File: config.mk
export PLATFORM = sky130hd
export DESIGN_NAME = fifo_tx_serializer
export DESIGN_NICKNAME = d
export VERILOG_FILES = /design/src/rtl/fifo_tx_serializer.sv
export SDC_FILE = /design/constraint.sdc
export NUM_CORES = 1
export LEC_CHECK = 0
export CORE_ASPECT_RATIO = 0.8
export CORE_MARGIN = 1.5
export CORE_UTILIZATION = 50
export DETAILED_ROUTE_END_ITERATION = 6
export HOLD_SLACK_MARGIN = 0.05
export PLACE_DENSITY = 0.69
export SLEW_MARGIN = 20
export SYNTH_ARGS = -nofsm -noshare
export SYNTH_HDL_FRONTEND = slang
export SYNTH_SLANG_ARGS = --single-unit
File: constraint.sdc
create_clock -name clk -period 3.9 [get_ports clk]
set_clock_uncertainty 0.05 [all_clocks]
set_input_delay 0.78 -clock clk [delete_from_list [all_inputs] [get_ports clk]]
set_output_delay 0.78 -clock clk [all_outputs]
set_load 0.01 [all_outputs]
File: src/rtl/fifo_tx_serializer.sv
// Drain stage for a first-word-fall-through FIFO: pops one word at a time and
// shifts it out on txd as start bit, data LSB-first, stop bit at DIV clocks per bit.
module fifo_tx_serializer #(
  parameter int WIDTH = 4,
  parameter int DIV   = 128
) (
  input  logic             clk,
  input  logic             reset,
  input  logic             rdy,
  input  logic [WIDTH-1:0] din,
  output logic             pop,
  output logic             txd,
  output logic             busy,
  output logic [7:0]       sent_count
);

  // state   | meaning
  // S_IDLE  | line high, waiting for rdy
  // S_START | start bit (txd=0)
  // S_DATA  | data bits, LSB first
  // S_STOP  | stop bit (txd=1), frame counted at its end
  localparam logic [1:0] S_IDLE  = 2'd0;
  localparam logic [1:0] S_START = 2'd1;
  localparam logic [1:0] S_DATA  = 2'd2;
  localparam logic [1:0] S_STOP  = 2'd3;

  localparam int TW = (DIV > 1) ? $clog2(DIV) : 1;
  localparam int IW = (WIDTH > 1) ? $clog2(WIDTH) : 1;
  localparam logic [TW-1:0] T_LAST = TW'(DIV - 1);
  localparam logic [IW-1:0] B_LAST = IW'(WIDTH - 1);

  logic [1:0]       state;
  logic [WIDTH-1:0] shreg;
  logic [WIDTH-1:0] sh_next;
  logic [TW-1:0]    timer;
  logic [IW-1:0]    bit_idx;
  logic             bit_end;

  assign bit_end = (timer == T_LAST);
  assign sh_next = shreg >> 1;

  always_ff @(posedge clk) begin
    if (reset) begin
      state      <= S_IDLE;
      shreg      <= '0;
      timer      <= '0;
      bit_idx    <= '0;
      pop        <= 1'b0;
      txd        <= 1'b1;
      busy       <= 1'b0;
      sent_count <= 8'd0;
    end else begin
      pop <= 1'b0;
      case (state)
        S_IDLE: begin
          if (rdy) begin
            shreg <= din;
            pop   <= 1'b1;
            state <= S_START;
            txd   <= 1'b0;
            busy  <= 1'b1;
            timer <= '0;
          end
        end
        S_START: begin
          timer <= bit_end ? '0 : timer + TW'(1);
          if (bit_end) begin
            state   <= S_DATA;
            txd     <= shreg[0];
            bit_idx <= '0;
          end
        end
        S_DATA: begin
          timer <= bit_end ? '0 : timer + TW'(1);
          if (bit_end) begin
            if (bit_idx == B_LAST) begin
              state <= S_STOP;
              txd   <= 1'b1;
            end else begin
              // shift so the next bit is always at position 0
              shreg   <= sh_next;
              txd     <= sh_next[0];
              bit_idx <= bit_idx + IW'(1);
            end
          end
        end
        S_STOP: begin
          timer <= bit_end ? '0 : timer + TW'(1);
          if (bit_end) begin
            state      <= S_IDLE;
            busy       <= 1'b0;
            sent_count <= sent_count + 8'd1;
          end
        end
        default: state <= S_IDLE;
      endcase
    end
  end

endmodule
==> flow_metrics.py <==
metrics = {
    "run_status": {
        "status": "completed",
    },
    "sta": {
        "fin_tns_setup_ns": 0,
        "min_period_ns": 2.33,
        "max_freq_mhz": 429,
        "drv_slew": 0,
        "setup_viol": 0,
        "hold_violations": 0,
        "fin_ws_ns": 1.57,
        "maxSlewHeadroom": 0.464,
        "tightest_slew_ns": 0.801,
        "fin_crit_sh": 0.598,
        "rsz0062_at_grt": "false",
    },
    "power": {
        "p_leak_nw": 0.559,
        "swShare": 0.355,
        "p_int_uw": 457,
        "ir_drop_mv": 0.345,
        "pwr-share-seq": 0.455,
        "power_frac_comb": 0.348,
        "p_sw_uw": 251,
        "clock_power_share": 0.197,
        "power.density_mw_per_mm2": 450,
    },
    "synthesis": {
        "ys_ff_latch": 26,
        "ys_warn_count": 0,
        "syn-instance-count": 163,
        "yosysTopAreaCell": "dfxtp_1",
        "synth.area.top_cells": "dfxtp_1 38%, ha_1 7.4%, a21oi_1 4.8%",
        "synth_cell_types": 41,
        "synth_edf_count": 0,
        "synth_area_sq_mm": 0.00136,
        "async_reset_ff_frac": 0,
        "synth_common_cells": "26 x dfxtp_1, 17 x nor2_1, 13 x a21oi_1, 13 x nand2_1, 12 x o21ai_0",
        "synth_flop_cell": "dfxtp_1",
        "synth_top_area_share": 0.382,
        "yosysSeqAreaShare": 0.382,
        "yosys.cell_count.top_type": "dfxtp_1",
        "postSynthAreaPerCell_sq_um": 8.35,
        "synthesis.nets": 178,
    },
    "route": {
        "post-route-drc-count": 0,
        "via_per_inst": 5.92,
        "firstDrtPassIters": 4,
        "wire_per_inst_um": 15.0,
        "num_vias": 1261,
        "drt-initial-drc-count": 73,
        "ant_nets": 0,
        "finalWirelength_mm": 3.20,
    },
    "die": {
        "ios": 18,
        "rows": 16,
        "fp.dieW_um": 61.3,
        "initial_core_util": 0.540,
        "coreArea_sq_mm": 0.00252,
        "die_area_sq_mm": 0.00305,
        "die_y_um": 49.7,
    },
    "cts": {
        "hold_buffers": 0,
        "cts_root_buffer": "clkbuf_4",
        "cts.clk_slew.worst_paths_ns": 0.14,
        "tritoncts": "yes",
        "clockBufferDepth": 2,
        "postCtsSetupRepairBufs": 0,
        "h-tree-depth": 1,
        "clk_latency_ns": 0.33,
        "cts_resized": 0,
        "numCtsBuffers": 3,
        "cts_sinks": 26,
    },
    "finish": {
        "final_nets": 193,
        "post-route-util": 0.624,
        "fillers": 243,
        "antenna_cells": 0,
        "drive_gt1_frac": 0.0339,
        "area_delta_synth_final_pct": 15.5,
    },
    "worst_setup_path": {
        "cp_max_fo": 21,
        "critPathSlowestCell": "clkdlybuf4s50_1",
        "start_kind": "primary input",
        "cp_data_arrival_time_ns": 2.49,
        "path_buf_inv": 2,
        "endpoint_kind": "flop",
        "path_cells": "clkdlybuf4s50_1 > inv_1 > and3_1 > a2bb2oi_1 > o311ai_0",
        "worstPathRequired_ns": 4.05,
        "critPathTopFamily": "buffers and inverters",
        "slowest_delay_ns": 0.99,
        "crit_type": "in -> reg",
    },
    "placement": {
        "place_congestion": 0.915,
        "portBuffers": 17,
        "hpwl_mm": 2.25,
        "place_ws_ns": 1.22,
    },
    "worst_hold_path": {
        "worstHoldPathType": "reg -> reg",
    },
    "global_route": {
        "grt_pass1_wl_mm": 5.55,
        "first_global_vias": 1183,
        "grt_usage": 0.239,
        "antenna_found_initial": 0,
        "grt-ovfl-total": 0,
        "grt_max_degree": 22,
    },
    "flow_run": {
        "cap_violations": 0,
    },
}
registers in the layout, summed over array words and instances (netlist names):
signal	cells
busy	1
shreg	4
sent_count	8
pop	1
timer	7
bit_idx	2
state	2
txd	1
cell usage in the layout, fill, tap and decap left out, types with 2 or more instances in the layout:
cell type         n
dfxtp_1          26
nor2_1           17
clkdlybuf4s50_1  17
nand2_1          13
a21oi_1          13
o21ai_0          12
ha_1              8
nand4_1           7
inv_1             6
nand3_1           6
xnor2_1           5
nor3_1            4
o31ai_1           4
a31oi_1           3
a22oi_1           3
or3_1             3
clkbuf_4          3
and3_1            2
nor2b_1           2
a41oi_1           2
a211oi_1          2
or4_1             2
stage by stage:
| step | total power [mW] | cell area (sq um) | hold WS [ns] | cells |
|---|---|---|---|---|
| finish | 0.708 | 1570 | 0.443 | 213 |
| global route | 0.757 | 1570 | 0.460 | 213 |
| CTS | 0.711 | 1570 | 0.440 | 213 |
| detailed placement | 0.568 | 1540 | 0.421 | 209 |
| global placement | 0.561 | 1540 | 0.416 | 209 |
| floorplan | 0.496 | 1360 | 0.399 | 163 |
power by group through the flow:
stage,Combinational [mW],Sequential (mW),Clock [mW]
floorplan,0.168,0.328,0
global placement,0.234,0.327,0
detailed placement,0.239,0.329,0
CTS,0.245,0.322,0.144
global route,0.279,0.325,0.153
finish,0.246,0.322,0.139
cell families after synthesis:
| family | synth area share |
|---|---|
| xor+xnor | 0.0386 |
| flops | 0.382 |
| fa+ha+maj | 0.0735 |
| simple gates | 0.253 |
| buf+inv | 0.0459 |
| compound gates | 0.207 |
worst paths after layout:
kind | startpoint | endpoint | slack [ns] | depth (start not counted)
max | reset | state[1] | 1.57 | 5
max reg2reg | state[1] | timer[6] | 1.83 | 5
min | shreg[3] | shreg[3] | 0.44 | 2
min reg2reg | shreg[3] | shreg[3] | 0.44 | 2
tightest hold or removal path, delay by kind of cell (launching register included):
| kind | cells | cell delay (ns) |
|---|---|---|
| compound gates | 2 | 0.13 |
| flops | 1 | 0.34 |
cell type report:
class                           count  area, sq um  area share
Clock buffer                        4         36.3      0.0231
Inverter                            6         22.5      0.0143
Multi-Input combinational cell    124          778       0.495
Sequential cell                    26          520       0.331
Tap cell                           36         45.0      0.0286
Timing Repair Buffer               17          170       0.108
layer usage:
metal | vias to the layer above | GRT usage | share of wire
li1 | 626 | - | -
met5 | - | 0 | 0
met3 | 4 | 0.0656 | 0.073
met4 | 0 | 0.0461 | 0.0069
met1 | 583 | 0.344 | 0.47
met2 | 48 | 0.358 | 0.45
Note: power is estimated with default switching activity, not from simulation.
